--- config.mk ---
export PLATFORM = sky130hd
export DESIGN_NAME = rob_unit
export DESIGN_NICKNAME = d
export VERILOG_FILES = /design/src/rtl/rob_unit_pkg.sv /design/src/rtl/rob_unit.sv
export SDC_FILE = /design/constraint.sdc
export NUM_CORES = 1
export LEC_CHECK = 0
export CORE_UTILIZATION = 66
export CTS_CLUSTER_DIAMETER = 50
export DETAILED_ROUTE_END_ITERATION = 6
export PLACE_DENSITY = 0.94
export SYNTH_ARGS = -nofsm -noshare
export SYNTH_HDL_FRONTEND = slang
export SYNTH_SLANG_ARGS = --single-unit
--- constraint.sdc ---
create_clock -name clk -period 7.95 [get_ports clk]
set_input_delay 1.59 -clock clk [delete_from_list [all_inputs] [get_ports clk]]
set_output_delay 1.59 -clock clk [all_outputs]
set_load 0.03 [all_outputs]
--- src/rtl/rob_unit_pkg.sv ---
// Shared types and constants for the reorder buffer.
// ROB_DEPTH must be a power of two and ROB_W must equal log2(ROB_DEPTH),
// so that pointer arithmetic wraps for free.
package rob_unit_pkg;

  localparam int ROB_DEPTH = 16;
  localparam int ROB_W     = 4;
  localparam int REG_W     = 5;
  localparam int XLEN      = 32;

  localparam logic TRUE  = 1'b1;
  localparam logic FALSE = 1'b0;

  typedef logic [ROB_W-1:0] rob_id_t;   // ROB tag
  typedef logic [REG_W-1:0] reg_id_t;   // architectural register index
  typedef logic [XLEN-1:0]  word_t;     // data word
  typedef logic [ROB_W:0]   rob_cnt_t;  // occupancy, 0..ROB_DEPTH inclusive

  // Result of an operand lookup by tag.
  typedef struct packed {
    logic  rdy;
    word_t val;
  } lookup_t;

  // Advance a circular pointer; wraps because ROB_DEPTH is a power of two.
  function automatic rob_id_t rob_next(input rob_id_t p);
    return p + rob_id_t'(1);
  endfunction

endpackage

--- src/rtl/rob_unit.sv ---
// Reorder buffer: circular queue of in-flight instructions in program order.
// Allocates at the tail on issue, captures results from the CDB, answers
// operand lookups by tag and retires the head entry in order into the
// architectural register file's commit port.
// Optional feature: define ROB_CDB_BYPASS_EN to forward a same-cycle CDB
// broadcast straight to the lookup ports.
module rob_unit
  import rob_unit_pkg::*;
(
  input  logic             clk,
  input  logic             rst,
  input  logic             rdy,
  input  logic             clr,
  input  logic             IS_sgn,
  input  logic [REG_W-1:0] IS_rd,
  output logic             IS_full,
  output logic [ROB_W-1:0] ROB_name,
  input  logic             CDB_sgn,
  input  logic [ROB_W-1:0] CDB_name,
  input  logic [XLEN-1:0]  CDB_val,
  input  logic [ROB_W-1:0] ROB_ord1,
  input  logic [ROB_W-1:0] ROB_ord2,
  output logic             ROB_rdy1,
  output logic             ROB_rdy2,
  output logic [XLEN-1:0]  ROB_val1,
  output logic [XLEN-1:0]  ROB_val2,
  output logic             ROB_commit_sgn,
  output logic [REG_W-1:0] ROB_commit_dest,
  output logic [XLEN-1:0]  ROB_commit_value,
  output logic [ROB_W-1:0] ROB_commit_ROB_name
);

  // Per-entry control bits live in vectors (reset), payload in arrays (no reset).
  logic [ROB_DEPTH-1:0] busy_q;
  logic [ROB_DEPTH-1:0] ready_q;
  reg_id_t              rd_q  [ROB_DEPTH];
  word_t                val_q [ROB_DEPTH];

  rob_id_t  head_q;
  rob_id_t  tail_q;
  rob_cnt_t count_q;

  logic    do_alloc;
  logic    do_cdb;
  logic    do_retire;
  lookup_t look1;
  lookup_t look2;

  // Full is judged from the current count, so a commit that frees a slot
  // does not let an allocation through in the same cycle.
  assign IS_full  = (count_q == rob_cnt_t'(ROB_DEPTH));
  assign ROB_name = tail_q;

  // Qualified events for this cycle; clr overrides all of them.
  always_comb begin
    do_alloc  = rdy && !clr && IS_sgn && !IS_full;
    do_cdb    = rdy && !clr && CDB_sgn && busy_q[CDB_name];
    do_retire = rdy && !clr && busy_q[head_q] && ready_q[head_q];
  end

  // Control state: pointers, occupancy, entry flags and the commit register.
  always_ff @(posedge clk or negedge rst) begin
    if (!rst) begin
      // NOTE: all state in clocked blocks uses non-blocking (<=) so every
      // register samples pre-edge values regardless of statement order.
      head_q              <= '0;
      tail_q              <= '0;
      count_q             <= '0;
      busy_q              <= '0;
      ready_q             <= '0;
      ROB_commit_sgn      <= FALSE;
      ROB_commit_dest     <= '0;
      ROB_commit_value    <= '0;
      ROB_commit_ROB_name <= '0;
    end else if (!rdy) begin
      // Stalled: everything holds, but a commit pulse never stretches.
      ROB_commit_sgn <= FALSE;
    end else if (clr) begin
      head_q         <= '0;
      tail_q         <= '0;
      count_q        <= '0;
      busy_q         <= '0;
      ready_q        <= '0;
      ROB_commit_sgn <= FALSE;
    end else begin
      // A retiring rd==0 entry frees its slot but raises no pulse.
      ROB_commit_sgn <= do_retire && (rd_q[head_q] != '0);

      if (do_cdb) begin
        ready_q[CDB_name] <= TRUE;
      end

      // Retire after the CDB update so a retiring head always ends up clear.
      if (do_retire) begin
        ROB_commit_dest     <= rd_q[head_q];
        ROB_commit_value    <= val_q[head_q];
        ROB_commit_ROB_name <= head_q;
        busy_q[head_q]      <= FALSE;
        ready_q[head_q]     <= FALSE;
        head_q              <= rob_next(head_q);
      end

      // The tail slot is never busy when allocation is allowed, so it cannot
      // collide with the CDB or retire updates above.
      if (do_alloc) begin
        busy_q[tail_q]  <= TRUE;
        ready_q[tail_q] <= FALSE;
        tail_q          <= rob_next(tail_q);
      end

      unique case ({do_alloc, do_retire})
        2'b10:   count_q <= count_q + rob_cnt_t'(1);
        2'b01:   count_q <= count_q - rob_cnt_t'(1);
        default: count_q <= count_q;
      endcase
    end
  end

  // Entry payload: destination at allocation, value from the CDB.
  // NOTE: payload arrays are deliberately not reset; busy/ready gate every
  // read, so stale contents are never observable and the RAM stays reset-free.
  always_ff @(posedge clk) begin
    if (do_alloc) begin
      rd_q[tail_q] <= IS_rd;
    end
    if (do_cdb) begin
      val_q[CDB_name] <= CDB_val;
    end
  end

  // Operand lookup for the rename stage; value reads as 0 unless ready.
  always_comb begin
    // NOTE: defaults first so every path assigns and no latch is inferred.
    look1 = '0;
    look2 = '0;
    if (busy_q[ROB_ord1] && ready_q[ROB_ord1]) begin
      look1 = '{rdy: TRUE, val: val_q[ROB_ord1]};
    end
    if (busy_q[ROB_ord2] && ready_q[ROB_ord2]) begin
      look2 = '{rdy: TRUE, val: val_q[ROB_ord2]};
    end
`ifdef ROB_CDB_BYPASS_EN
    // Forward a live broadcast so the consumer does not wait a cycle.
    if (CDB_sgn && (CDB_name == ROB_ord1) && busy_q[ROB_ord1]) begin
      look1 = '{rdy: TRUE, val: CDB_val};
    end
    if (CDB_sgn && (CDB_name == ROB_ord2) && busy_q[ROB_ord2]) begin
      look2 = '{rdy: TRUE, val: CDB_val};
    end
`else
    // Stored state only: a result is visible the cycle after its broadcast.
`endif
  end

  assign ROB_rdy1 = look1.rdy;
  assign ROB_val1 = look1.val;
  assign ROB_rdy2 = look2.rdy;
  assign ROB_val2 = look2.val;

endmodule

==> load_flow_metrics.sql <==
INSERT INTO impl_metrics (metric_group, metric, value, unit) VALUES
('job', 'max_cap_violations', '0', ''),
('timing', 'maxClockFrequency', '146', 'MHz'),
('power_and_ir_drop', 'power_leakage', '0.0126', 'uW'),
('floorplan', 'fp.coreArea', '51800', 'sq um'),
('cts', 'tritoncts', 'done', ''),
('timing', 'timing_worst_slew_pin_value', '1.31', 'ns'),
('detailed_routing', 'detailedRoute.firstPassIterationCount', '6', ''),
('cts', 'numCtsBuffers', '71', ''),
('detailed_routing', 'number_of_vias_per_cell_after_detailed_routing', '8.86', ''),
('global_route', 'grt_first_pass_wirelength', '168000', 'um'),
('yosys', 'synthArstFlopShare', '12.8', '%'),
('timing', 'final.setup.tns', '0', 'ns'),
('yosys', 'yosysTopAreaCell', 'sky130_fd_sc_hd__edfxtp_1', ''),
('global_route', 'grt_antenna_before_repair', '9', ''),
('critical_path', 'crit_path_max_delay_cell_type', 'sky130_fd_sc_hd__buf_4', ''),
('yosys', 'yosys_warnings', '0', ''),
('floorplan', 'io_pins', '168', ''),
('yosys', 'synthMostInstantiatedCell', 'sky130_fd_sc_hd__edfxtp_1', ''),
('worst_hold_path', 'hold_path_class', 'flop to flop', ''),
('critical_path', 'worst_path_most_repeated_cell', 'sky130_fd_sc_hd__mux4_2', ''),
('power_and_ir_drop', 'vdd_ir_drop_max', '0.217', 'mV'),
('cts', 'clock_sinks', '679', ''),
('timing', 'finalSetupViolCount', '0', ''),
('global_route', 'maximum_number_of_pins_on_one_net_before_global_route_repair', '121', ''),
('detailed_routing', 'drt_first_iter_violations', '4736', ''),
('yosys', 'primary_flip_flop_cell_chosen_by_synthesis_mapping', 'sky130_fd_sc_hd__edfxtp_1', ''),
('global_route', 'global_router_s_overall_resource_usage', '45.2', '%'),
('critical_path', 'critPathCaptureType', 'primary output', ''),
('cells_and_area', 'fillCellCount', '2368', ''),
('critical_path', 'setup.reg_to_reg.worst_slack', '2.80', 'ns'),
('yosys', 'synth-seq-cells', '679', ''),
('detailed_routing', 'drt-wirelength-per-cell', '44.2', 'um'),
('worst_hold_path', 'hold_path.startpoint', 'ROB_commit_value[27]', ''),
('cts', 'postCtsResizedCells', '0', ''),
('critical_path', 'critical_path.reg2reg.endpoint', 'count_q[4]', ''),
('power_and_ir_drop', 'totalPowerFinal', '8170', 'uW'),
('yosys', 'synth_cell_types', '50', ''),
('floorplan', 'die_width', '232', 'um'),
('run_status', 'outcome', 'complete, no violations', ''),
('global_route', 'vias_in_the_first_global_route', '23800', ''),
('timing', 'unrepaired_setup_endpoints_after_global_routing', 'no', ''),
('cells_and_area', 'fin_nets', '1953', ''),
('detailed_routing', 'detail_route.wirelength', '116000', 'um'),
('critical_path', 'path_max_fanout', '74', ''),
('timing', 'timing.clock.skew', '0.0434', 'ns'),
('critical_path', 'cp.required', '6.36', 'ns'),
('critical_path', 'startpoint_type_of_the_worst_setup_path', 'primary input', ''),
('cells_and_area', 'area_growth', '14.1', '%'),
('worst_hold_path', 'hold-path-cell-count', '1', ''),
('yosys', 'avgSynthCellArea', '19.9', 'sq um'),
('global_route', 'total_congestion_overflow', '0', ''),
('power_and_ir_drop', 'cellPowerDensity', '205', 'nW/um^2'),
('detailed_routing', 'via_count', '23300', ''),
('cells_and_area', 'post_layout_instance_count_excluding_filler_cells', '2633', ''),
('cts', 'cts_hold_repair.buffers', '0', ''),
('detailed_routing', 'ant_nets', '0', ''),
('critical_path', 'timing.critical_path.slowest_cell_delay', '1.04', 'ns'),
('timing', 'slew_viol_final', '0', ''),
('critical_path', 'crit_type', 'primary input to primary output', ''),
('floorplan', 'start_util', '67.4', '%'),
('place', 'placed_cells_incl_taps', '2495', ''),
('timing', 'min_period', '6.84', 'ns'),
('cts', 'clock_insertion_delay_worst_skew', '0.66', 'ns'),
('yosys', 'postSynthNetCount', '1822', ''),
('timing', 'final.period_utilization', '86.0', '%'),
('cts', 'cts_max_path_buffers', '3', ''),
('yosys', 'synth_top_area_share', '50.9', '%'),
('floorplan', 'die-height', '232', 'um'),
('yosys', 'synth.yosys.seq_area_share', '57.1', '%'),
('cells_and_area', 'fin_util', '76.9', '%'),
('yosys', 'post_synth_inst_count', '1757', '');
-- critical path: cells and delay by family --
| family | cells | cell delay [ns] |
|---|---|---|
| buffers and inverters | 3 | 2.21 |
| muxes | 2 | 1.17 |
| and+or+nand+nor | 1 | 0.16 |
-- sequential cells by signal, summed over array words and instances, names as in the netlist, 5 cells and up --
| register | cells |
|---|---|
| ROB_commit_dest | 5 |
| busy_q | 16 |
| val_q | 512 |
| count_q | 5 |
| ready_q | 16 |
| rd_q | 80 |
| ROB_commit_value | 32 |
-- layout make-up --
type / count / share of cell area, %
flip-flops and latches: 679 / 50.1
multi-input cells: 912 / 36.1
repair buffers: 211 / 5.09
clock buffers: 89 / 4.79
well taps: 680 / 2.14
clock inverters: 42 / 1.56
inverters: 13 / 0.122
diodes: 7 / 0.0440
-- cells in the final DEF, fill, tap and decap left out, types with 13 or more instances in the layout --
cell type / count
sky130_fd_sc_hd__buf_4: 42
sky130_fd_sc_hd__bufinv_16: 13
sky130_fd_sc_hd__mux2_2: 39
sky130_fd_sc_hd__dfrtp_1: 83
sky130_fd_sc_hd__clkbuf_1: 14
sky130_fd_sc_hd__edfxtp_1: 592
sky130_fd_sc_hd__a21oi_1: 33
sky130_fd_sc_hd__clkdlybuf4s50_1: 158
sky130_fd_sc_hd__o2bb2ai_1: 21
sky130_fd_sc_hd__nand3_1: 16
sky130_fd_sc_hd__nor2_1: 50
sky130_fd_sc_hd__clkbuf_16: 73
sky130_fd_sc_hd__nor2b_1: 68
sky130_fd_sc_hd__mux4_2: 526
sky130_fd_sc_hd__nand2_1: 57
-- power by group --
part           internal [uW]  switching [uW]
logic                    255             306
registers               3900            42.9
clock network           2150            1510
-- routing by layer --
layer,vias up,wire [um],global-route usage (%)
met1,11400,33200,55.7
met4,4,10900,33.1
met2,3137,53800,67.3
met3,870,18600,15.7
met5,-,24,0.919
li1,7903,-,-
-- worst max-delay path by stage --
stage | from | endpoint | cells after the start | slack [ns]
floorplan | CDB_name[0] | val_q[1][0] | 7 | 2.43
global placement | ROB_ord2[2] | ROB_val2[13] | 5 | 1.54
detailed placement | ROB_ord2[2] | ROB_val2[17] | 6 | 1.38
CTS | ROB_ord2[2] | ROB_val2[15] | 6 | 1.34
global route | ROB_ord2[2] | ROB_val2[16] | 6 | 1.18
finish | ROB_ord2[2] | ROB_val2[16] | 6 | 1.11
-- logic make-up after synthesis --
group / Yosys count / synth area share, %
compound gates: 92 / 1.79
xor+xnor: 1 / 0.0251
fa+ha+maj: 10 / 0.358
buf+inv: 166 / 1.95
flops: 679 / 57.1
mux: 575 / 35.5
simple gates: 234 / 3.26
-- through the flow --
stage	setup slack, ns	hold WS, ns	cell area [sq um]
final	1.11	0.508	39800
after global routing	1.18	0.519	39800
after CTS	1.34	0.510	39800
after detailed placement	1.38	0.483	37300
after global placement	1.54	0.465	37300
after floorplan	2.43	0.480	34900
(Power assumes the default switching activity.)
